===== src/rtl/i_execute.sv =====
// Execute stage: ID/EX pipeline register, ALU, branch target and redirect.
// Ports: clk/reset, stall, decode bundle in; ALU result, branch, mem ctrl out.
module i_execute #(
  parameter int WORD = 64
) (
  input  logic            clk,
  input  logic            reset,
  input  logic            stall,
  input  logic            in_valid,
  input  logic [WORD-1:0] cur_pc,
  input  logic [WORD-1:0] read_data1,
  input  logic [WORD-1:0] read_data2,
  input  logic [WORD-1:0] sign_extended_output,
  input  logic [10:0]     opcode,
  input  logic [1:0]      alu_op,
  input  logic            alu_src,
  input  logic            branch,
  input  logic            uncondbranch,
  input  logic            mem_read,
  input  logic            mem_write,
  input  logic            mem_to_reg,
  input  logic            reg_write,
  output logic            ex_valid,
  output logic [WORD-1:0] alu_result,
  output logic            zero,
  output logic [WORD-1:0] branch_target,
  output logic            pc_src,
  output logic [WORD-1:0] ex_read_data2,
  output logic            ex_mem_read,
  output logic            ex_mem_write,
  output logic            ex_mem_to_reg,
  output logic            ex_reg_write
);

  localparam logic [10:0] OP_ADD = 11'b10001011000;
  localparam logic [10:0] OP_SUB = 11'b11001011000;
  localparam logic [10:0] OP_AND = 11'b10001010000;
  localparam logic [10:0] OP_ORR = 11'b10101010000;

  typedef struct packed {
    logic            valid;
    logic [WORD-1:0] pc;
    logic [WORD-1:0] rd1;
    logic [WORD-1:0] rd2;
    logic [WORD-1:0] imm;
    logic [10:0]     opcode;
    logic [1:0]      alu_op;
    logic            alu_src;
    logic            branch;
    logic            uncondbranch;
    logic            mem_read;
    logic            mem_write;
    logic            mem_to_reg;
    logic            reg_write;
  } id_ex_t;

  id_ex_t          id_ex_q;
  id_ex_t          id_ex_d;
  logic            keep;
  logic [WORD-1:0] op_b;
  logic [WORD-1:0] alu_res;

  // A taken redirect overrides stall so the wrong-path
  // instruction is squashed into a bubble.
  always_comb begin
    id_ex_d = id_ex_q;
    keep    = in_valid & ~pc_src;
    if (pc_src || !stall) begin
      id_ex_d.valid        = keep;
      id_ex_d.pc           = cur_pc;
      id_ex_d.rd1          = read_data1;
      id_ex_d.rd2          = read_data2;
      id_ex_d.imm          = sign_extended_output;
      id_ex_d.opcode       = opcode;
      id_ex_d.alu_op       = alu_op;
      id_ex_d.alu_src      = alu_src;
      id_ex_d.branch       = branch;
      id_ex_d.uncondbranch = uncondbranch;
      id_ex_d.mem_read     = mem_read & keep;
      id_ex_d.mem_write    = mem_write & keep;
      id_ex_d.mem_to_reg   = mem_to_reg;
      id_ex_d.reg_write    = reg_write & keep;
    end
  end

  always_ff @(posedge clk or posedge reset) begin
    if (reset) id_ex_q <= '0;
    else       id_ex_q <= id_ex_d;
  end

  always_comb begin
    op_b    = id_ex_q.alu_src ? id_ex_q.imm : id_ex_q.rd2;
    alu_res = '0;
    unique case (id_ex_q.alu_op)
      2'b00: alu_res = id_ex_q.rd1 + op_b;
      2'b01: alu_res = op_b;
      2'b10: begin
        unique case (1'b1)
          (id_ex_q.opcode == OP_ADD): alu_res = id_ex_q.rd1 + op_b;
          (id_ex_q.opcode == OP_SUB): alu_res = id_ex_q.rd1 - op_b;
          (id_ex_q.opcode == OP_AND): alu_res = id_ex_q.rd1 & op_b;
          (id_ex_q.opcode == OP_ORR): alu_res = id_ex_q.rd1 | op_b;
          default:                    alu_res = '0;
        endcase
      end
      default: alu_res = '0;
    endcase
  end

  assign alu_result    = alu_res;
  assign zero          = (alu_res == '0);
  assign branch_target = id_ex_q.pc + (id_ex_q.imm << 2);
  assign ex_valid      = id_ex_q.valid;
  assign pc_src        = id_ex_q.valid &
                         (id_ex_q.uncondbranch |
                          (id_ex_q.branch & zero));
  assign ex_read_data2 = id_ex_q.rd2;
  assign ex_mem_read   = id_ex_q.mem_read & id_ex_q.valid;
  assign ex_mem_write  = id_ex_q.mem_write & id_ex_q.valid;
  assign ex_mem_to_reg = id_ex_q.mem_to_reg;
  assign ex_reg_write  = id_ex_q.reg_write & id_ex_q.valid;

endmodule


===== config.mk =====
export PLATFORM = sky130hd
export DESIGN_NAME = i_execute
export DESIGN_NICKNAME = d
export VERILOG_FILES = /design/src/rtl/i_execute.sv
export SDC_FILE = /design/constraint.sdc
export NUM_CORES = 1
export LEC_CHECK = 0
export CAP_MARGIN = 30
export CORE_MARGIN = 2
export CORE_UTILIZATION = 25
export CTS_CLUSTER_SIZE = 20
export DETAILED_ROUTE_END_ITERATION = 12
export GPL_TIMING_DRIVEN = 0
export PLACE_DENSITY_LB_ADDON = 0.15
export SLEW_MARGIN = 20
export SYNTH_ARGS = -nofsm -noshare
export SYNTH_HDL_FRONTEND = slang
export SYNTH_SLANG_ARGS = --single-unit
export TNS_END_PERCENT = 100

===== constraint.sdc =====
create_clock -name clk -period 9.05 [get_ports clk]
set_input_delay 0.905 -clock clk [delete_from_list [all_inputs] [get_ports clk]]
set_output_delay 0.905 -clock clk [all_outputs]
set_load 0.005 [all_outputs]

==> results of run 1 <==
==> critical path, stage by stage, from the launching register on <==
cell                              delay [ns]
sky130_fd_sc_hd__dfrtp_1                0.45
sky130_fd_sc_hd__nand3b_1               0.38
sky130_fd_sc_hd__nor4_2                 0.17
sky130_fd_sc_hd__a21oi_1                0.27
sky130_fd_sc_hd__clkbuf_1               0.79
sky130_fd_sc_hd__clkbuf_1               0.87
sky130_fd_sc_hd__clkbuf_1               0.81
sky130_fd_sc_hd__buf_1                  0.84
sky130_fd_sc_hd__a21oi_1                0.10
sky130_fd_sc_hd__mux2i_1                0.18
sky130_fd_sc_hd__nand4_1                0.37
sky130_fd_sc_hd__nor4bb_1               0.60
sky130_fd_sc_hd__nand4b_1               0.27
sky130_fd_sc_hd__nor4_4                 0.32
sky130_fd_sc_hd__buf_4                  0.19
sky130_fd_sc_hd__a21oi_1                0.11
sky130_fd_sc_hd__nor2_2                 0.16
sky130_fd_sc_hd__clkdlybuf4s50_1        0.51
==> worst min path at each step <==
stage	slack (ns)	from	to
after CTS	0.49	id_ex_q[83]$_DFFE_PP0P_	id_ex_q[83]$_DFFE_PP0P_
after detailed placement	0.48	id_ex_q[83]$_DFFE_PP0P_	id_ex_q[83]$_DFFE_PP0P_
after global routing	0.51	id_ex_q[268]$_DFFE_PP0P_	id_ex_q[268]$_DFFE_PP0P_
final	0.48	id_ex_q[83]$_DFFE_PP0P_	id_ex_q[83]$_DFFE_PP0P_
after floorplan	0.45	id_ex_q[83]$_DFFE_PP0P_	id_ex_q[83]$_DFFE_PP0P_
after global placement	0.47	id_ex_q[83]$_DFFE_PP0P_	id_ex_q[83]$_DFFE_PP0P_
==> timing repair <==
item | 4_1_cts | 5_1_grt
setup endpoints to repair | 318 | 2
setup buffers | 9 | 7
hold endpoints to repair | 0 | 0
gates resized for setup | 87 | 36
pin swaps | 7 | 5
hold buffers | 0 | 0
==> metal layers <==
metal  share of wire, %  vias to the layer above
li1                   -                    13170
met1                 43                    14310
met2                 45                     1166
met3                7.2                      255
met4                4.2                       26
met5              0.098                        -
==> report_power, final <==
group	switching, mW	total, mW	internal [mW]	leakage, nW
Sequential	0.171	1.57	1.40	3.23
Combinational	3.02	5.04	2.02	11.8
Clock	0.691	1.68	0.986	0.671
==> cells in the final DEF (no fill, tap or decap), types with 16 or more instances in the layout <==
cell / Yosys / layout
sky130_fd_sc_hd__a211oi_1: 42 / 39
sky130_fd_sc_hd__a21o_1: 69 / 69
sky130_fd_sc_hd__a21oi_1: 289 / 283
sky130_fd_sc_hd__a221oi_1: 18 / 18
sky130_fd_sc_hd__a22oi_1: 22 / 22
sky130_fd_sc_hd__a31oi_1: 32 / 29
sky130_fd_sc_hd__and2_1: 19 / 19
sky130_fd_sc_hd__and3_1: 21 / 21
sky130_fd_sc_hd__buf_12: 19 / 23
sky130_fd_sc_hd__buf_2: 21 / 29
sky130_fd_sc_hd__buf_4: 75 / 97
sky130_fd_sc_hd__clkbuf_1: 88 / 83
sky130_fd_sc_hd__clkbuf_16: 0 / 41
sky130_fd_sc_hd__clkdlybuf4s50_1: 0 / 477
sky130_fd_sc_hd__dfrtp_1: 277 / 277
sky130_fd_sc_hd__ha_1: 280 / 279
sky130_fd_sc_hd__inv_1: 236 / 235
sky130_fd_sc_hd__mux2_1: 190 / 190
sky130_fd_sc_hd__mux2_2: 97 / 97
sky130_fd_sc_hd__mux2i_1: 70 / 54
sky130_fd_sc_hd__nand2_1: 168 / 168
sky130_fd_sc_hd__nand2b_1: 36 / 36
sky130_fd_sc_hd__nand3_1: 73 / 73
sky130_fd_sc_hd__nand4_1: 41 / 41
sky130_fd_sc_hd__nor2_1: 243 / 238
sky130_fd_sc_hd__nor2b_1: 33 / 32
sky130_fd_sc_hd__nor3_1: 77 / 71
sky130_fd_sc_hd__nor4_1: 32 / 21
sky130_fd_sc_hd__o211ai_1: 37 / 37
sky130_fd_sc_hd__o21a_1: 25 / 25
sky130_fd_sc_hd__o21ai_0: 171 / 167
sky130_fd_sc_hd__o21bai_1: 29 / 29
sky130_fd_sc_hd__o221ai_1: 16 / 16
sky130_fd_sc_hd__o22ai_1: 30 / 30
sky130_fd_sc_hd__o31ai_1: 35 / 32
sky130_fd_sc_hd__or2_2: 26 / 26
sky130_fd_sc_hd__or3_1: 25 / 24
sky130_fd_sc_hd__xnor2_1: 77 / 77
sky130_fd_sc_hd__xor2_1: 28 / 28
==> through the flow <==
step / TNS, ns / hold WS, ns / utilization [%] / power (mW) / cells
2_1_floorplan: 0 / 0.4522 / - / 4.229 / 3307
3_3_place_gp: -2509.09 / 0.4683 / 31.11 / 6.383 / 5284
3_5_place_dp: -648.98 / 0.4756 / 31.46 / 6.394 / 5314
4_1_cts: 0 / 0.4876 / 33.10 / 8.228 / 5394
5_1_grt: -0.01576 / 0.5055 / 33.32 / 8.753 / 5408
6_report: 0 / 0.4829 / 33.32 / 8.288 / 5409
==> cell type report <==
class	count	area, um2	area share [%]
clock buffers	56	1151	3.071
flip-flops and latches	277	6932	18.49
multi-input cells	2569	19510	52.05
plain buffers	221	1583	4.223
repair buffers	526	5274	14.07
well taps	1500	1877	5.007
clock inverters	17	240.2	0.6409
diodes	5	12.51	0.03338
inverters	238	904.6	2.413
==> cells by family after synthesis <==
kind of cell / after synthesis / synth area share, %
XOR/XNOR: 105 / 3.245
AO/OA/AOI/OAI: 961 / 22.07
multiplexers: 357 / 13.87
buffers and inverters: 461 / 8.387
AND/OR/NAND/NOR: 863 / 15.39
adder cells (fa/ha/maj): 283 / 12.57
flip-flops: 277 / 24.46
==> impl_metrics.ini, run 1 <==
[status]
run_status = finished, final reports clean

[timing]
tightest_slew_ns = 1.048
layout_setup_ws_ns = 0.08951
maxClockFrequency_mhz = 111.6
setup_viol = 0
slew_violations = 0
final_min_period_over_clock_period_pct = 99.01
layout_min_cycle_time_ns = 8.960
max_slew_margin_pct = 28.16
finalHoldViolCount = 0
worst_clk_skew_ns = 0.02937

[layout]
final_design_area_no_fill_um2 = 37480
proportion_of_layout_cells_with_a_drive_suffix_above_1_pct = 11.89
largest_reg_flops = 211
flow.area_growth_from_synthesis_pct = 32.25
count_of_fill_cells_added_during_filler_insertion = 11830
regMostFlops = id_ex_q
number_of_nets_in_the_layout = 4436

[global_routing]
groute.layer.met1.usage_pct = 33.33
combined_global_route_utilization_of_all_metal_layers_pct = 25.32
grt-ovfl-total = 0
first_global_vias = 28360
grt_most_used_layer = met2
global_route.usage.met3_pct = 4.947
wire_length_of_the_first_global_routing_pass_um = 212900
maximum_number_of_pins_on_one_net_before_global_route_repair = 83
grt_antenna_before_repair = 20
gr-usage-met2_pct = 40.85

[placement]
port-buffer-count = 477
place.gp.congestion = 0.9836
place_area_um2 = 35400
post-dp-hpwl_um = 125100
pre_cts_ws_ns = -2.808

[clock_tree]
tritoncts = built
worst_setup_hold_path_clk_slew_ns = 0.05
clock-root-buffer = sky130_fd_sc_hd__clkbuf_16
cts_inserted_buffers = 40
clock_insertion_delay_worst_skew_ns = 0.63
htree_levels = 2
tritoncts_num_sinks = 277
clock_tree.buffer_depth = 3

[worst_setup_path]
crit_fanout = 10
critical_path.startpoint = id_ex_q[19]$_DFFE_PP0P_
worstSetupPathType = reg -> out
arrival_ns = 8.06
start_kind = register
crit_end = pc_src
timing.critical_path.to_type = output port
r2r.worst_path.cells = 20
reg2reg_from = id_ex_q[19]$_DFFE_PP0P_
critical_path.reg2reg.endpoint = id_ex_q[209]$_DFFE_PP0P_
required_ns = 8.15
setup.reg_to_reg.worst_slack_ns = 0.94

[die]
row_count = 123
start_util_pct = 25.19
core-area_um2 = 112500
die_y_um = 340.7
design.portCount = 479
die_w_um = 340.7
fp.dieArea_um2 = 116100

[detailed_routing]
detail_route.drc_violations = 0
drt_first_pass_iters = 5
initialDrtViolationCount = 2656
drt-vias-per-instance = 5.347
via_count = 28920
antenna_violating_nets_post_route = 0
routedWlPerCell_um = 28.00
wirelength_um = 151500

[logic_synthesis]
synth-edff-count = 0
synth_commonest_cells = 289 x sky130_fd_sc_hd__a21oi_1, 280 x sky130_fd_sc_hd__ha_1, 277 x sky130_fd_sc_hd__dfrtp_1
synthArstFlopShare_pct = 100.0
synth.area.top_cells = sky130_fd_sc_hd__dfrtp_1 24%, sky130_fd_sc_hd__ha_1 12%, sky130_fd_sc_hd__mux2_1 7.5%
synth_sequential_area_ratio_pct = 24.46
yosysWarnings = 0
synth_area_per_cell_um2 = 8.571
syn_nets = 3870
ys_dominant_reg_cell = sky130_fd_sc_hd__dfrtp_1
synth_most_common_cell = sky130_fd_sc_hd__a21oi_1
synth_top_area_share_pct = 24.46
synth_cell_types = 89
postSynthRegisterBits = 277
netlist_area_um2 = 28340
syn-instance-count = 3307
most_area_hungry_cell_type_in_the_yosys_netlist = sky130_fd_sc_hd__dfrtp_1

[run]
drv.max_cap_violation_count = 0

[power_and_ir_drop]
power.leakage_nw = 15.72
ir_worst_vdd_mv = 0.1242
power_density_nw_per_um2 = 221.1

[min_path]
worstHoldPathCells = 1
hold_path.class = reg -> reg
No activity file was read; power rests on OpenSTA's default activity.
==> run 2: changes to the inputs <==
CTS_CLUSTER_DIAMETER = 120   (was unset)
==> impl_metrics.ini, run 2 (synthesis gave the netlist of run 1 again) <==
[status]
run_status = finished with violations
failed_checks = setup timing

[global_routing]
wire_length_of_the_first_global_routing_pass_um = 212600
grt-ovfl-total = 0
first_global_vias = 28110
grt_antenna_before_repair = 19
combined_global_route_utilization_of_all_metal_layers_pct = 25.15
maximum_number_of_pins_on_one_net_before_global_route_repair = 83

[layout]
number_of_nets_in_the_layout = 4416
largest_reg_flops = 211
regMostFlops = id_ex_q
flow.area_growth_from_synthesis_pct = 29.52
count_of_fill_cells_added_during_filler_insertion = 11870
layout_common_cells = 477 x sky130_fd_sc_hd__clkdlybuf4s50_1, 284 x sky130_fd_sc_hd__a21oi_1, 279 x sky130_fd_sc_hd__ha_1, 277 x sky130_fd_sc_hd__dfrtp_1, 238 x sky130_fd_sc_hd__nor2_1
mostFrequentLayoutCell = sky130_fd_sc_hd__clkdlybuf4s50_1
proportion_of_layout_cells_with_a_drive_suffix_above_1_pct = 11.06

[worst_setup_path]
arrival_ns = 8.15
timing.critical_path.to_type = output port
start_kind = register
worstSetupPathType = reg -> out
crit_fanout = 10
required_ns = 8.15

[timing]
tightest_slew_ns = 1.116
layout_min_cycle_time_ns = 9.053
max_slew_margin_pct = 25.60
layout_setup_ws_ns = -0.003455
fin_worst_hold_slack_ns = 0.4902
slew_violations = 0
final_min_period_over_clock_period_pct = 100.0
worst_clk_skew_ns = 0.05862
setup_viol = 1
maxClockFrequency_mhz = 110.5
finalHoldViolCount = 0
setup-tns-final_ns = -0.003455

[detailed_routing]
drt_first_pass_iters = 5
wirelength_um = 151100
drt-vias-per-instance = 5.387
detail_route.drc_violations = 0
routedWlPerCell_um = 28.16
antenna_violating_nets_post_route = 0
via_count = 28900
initialDrtViolationCount = 2691

[clock_tree]
worst_setup_hold_path_clk_slew_ns = 0.09
cts_inserted_buffers = 21
htree_levels = 1
clock_tree.buffer_depth = 3
clock-root-buffer = sky130_fd_sc_hd__clkbuf_16
clock_insertion_delay_worst_skew_ns = 0.62
holdBufCountCts = 0
tritoncts_num_sinks = 277
tritoncts = built

[die]
start_util_pct = 25.19
die_y_um = 340.7
row_count = 123
design.portCount = 479
core-area_um2 = 112500
fp.dieArea_um2 = 116100
die_w_um = 340.7

[placement]
place.gp.congestion = 0.9836
port-buffer-count = 477
post-dp-hpwl_um = 125100

[run]
drv.max_cap_violation_count = 0

[power_and_ir_drop]
fin_total_pwr_mw = 7.615
pwr-share-clk_pct = 13.2
ir_worst_vdd_mv = 0.1509
power_density_nw_per_um2 = 207.4
power.leakage_nw = 15.34
p_int_mw = 3.854
p_seq_share_pct = 20.5
combinationalPowerShare_pct = 66.3
power.switching_mw = 3.761
power_switching_share_pct = 49.38

[min_path]
hold_path.class = reg -> reg
==> run 2: cell types whose count changed in the layout (fill, tap and decap cells not counted), moves of 2 or more <==
cell and change:
sky130_fd_sc_hd__diode_2 -2, sky130_fd_sc_hd__clkbuf_8 -9, sky130_fd_sc_hd__clkbuf_16 -19, sky130_fd_sc_hd__inv_8 +2, sky130_fd_sc_hd__clkinv_2 -5, sky130_fd_sc_hd__bufinv_16 -3
sky130_fd_sc_hd__inv_6 +2, sky130_fd_sc_hd__clkinv_16 -2, sky130_fd_sc_hd__clkinvlp_4 -2, sky130_fd_sc_hd__clkbuf_1 -6
==> run 2: critical path, stage by stage (launching register included) <==
cell and delay, ns:
sky130_fd_sc_hd__dfrtp_1 0.46, sky130_fd_sc_hd__nand3b_1 0.37, sky130_fd_sc_hd__nor4_2 0.18, sky130_fd_sc_hd__a21oi_1 0.28, sky130_fd_sc_hd__clkbuf_1 0.81, sky130_fd_sc_hd__clkbuf_1 0.88, sky130_fd_sc_hd__clkbuf_1 0.80, sky130_fd_sc_hd__buf_1 0.86
sky130_fd_sc_hd__a21oi_1 0.10, sky130_fd_sc_hd__mux2i_1 0.19, sky130_fd_sc_hd__nand4_1 0.39, sky130_fd_sc_hd__nor4bb_1 0.61, sky130_fd_sc_hd__nand4b_1 0.28, sky130_fd_sc_hd__nor4_4 0.32, sky130_fd_sc_hd__buf_4 0.19, sky130_fd_sc_hd__a21oi_1 0.11
sky130_fd_sc_hd__nor2_2 0.16, sky130_fd_sc_hd__clkdlybuf4s50_1 0.51
==> run 2: area by class of cell <==
cell class / count / area, um2 / share of cell area [%]
inverters: 238 / 904.6 / 2.464
well taps: 1500 / 1877 / 5.112
clock inverters: 10 / 106.4 / 0.2897
plain buffers: 221 / 1583 / 4.312
flip-flops and latches: 277 / 6932 / 18.88
clock buffers: 22 / 529.3 / 1.442
multi-input cells: 2569 / 19520 / 53.16
repair buffers: 525 / 5256 / 14.32
diodes: 3 / 7.507 / 0.02045
==> run 2: metal layers <==
metal	routed length (um)	GRT usage (%)	vias up
met5	184	0	-
met4	5600	8.049	28
met3	10420	4.100	255
met2	69140	41.20	1203
met1	65720	33.65	14280
li1	-	-	13140
==> run 2: metrics by stage <==
step | cells | utilization [%] | cell area [um2] | setup WS, ns
floorplan | 3307 | - | 28340 | 0.5079
global placement | 5284 | 31.11 | 34990 | -4.785
detailed placement | 5314 | 31.46 | 35400 | -2.808
CTS | 5353 | 32.43 | 36490 | 0.003785
global route | 5364 | 32.63 | 36710 | -0.006812
finish | 5365 | 32.63 | 36710 | -0.003455
==> run 2: worst paths after layout <==
check	start	end	slack (ns)	cells after the start
min in group asynchronous	reset	id_ex_q[74]$_DFFE_PP0P_	0.77	2
hold reg to reg	id_ex_q[83]$_DFFE_PP0P_	id_ex_q[83]$_DFFE_PP0P_	0.49	1
hold / removal	id_ex_q[83]$_DFFE_PP0P_	id_ex_q[83]$_DFFE_PP0P_	0.49	1
setup reg to reg	id_ex_q[19]$_DFFE_PP0P_	id_ex_q[209]$_DFFE_PP0P_	0.79	20
setup / recovery	id_ex_q[19]$_DFFE_PP0P_	pc_src	-0.003	17
max in group asynchronous	reset	id_ex_q[173]$_DFFE_PP0P_	7.10	4
==> run 2: power groups by stage <==
stage          clock network, mW  logic (mW)  registers [mW]
2_1_floorplan                  0        2.72            1.51
3_3_place_gp                   0        4.80            1.58
3_5_place_dp                   0        4.81            1.59
4_1_cts                     1.06        4.93            1.56
5_1_grt                     1.10        5.38            1.59
6_report                    1.01        5.05            1.56
==> run 2: what timing repair did <==
item | 4_1_cts | 5_1_grt
resized for setup | 87 | 35
setup buffers | 9 | 6
pin swaps | 7 | 5
setup endpoints to repair | 318 | 2
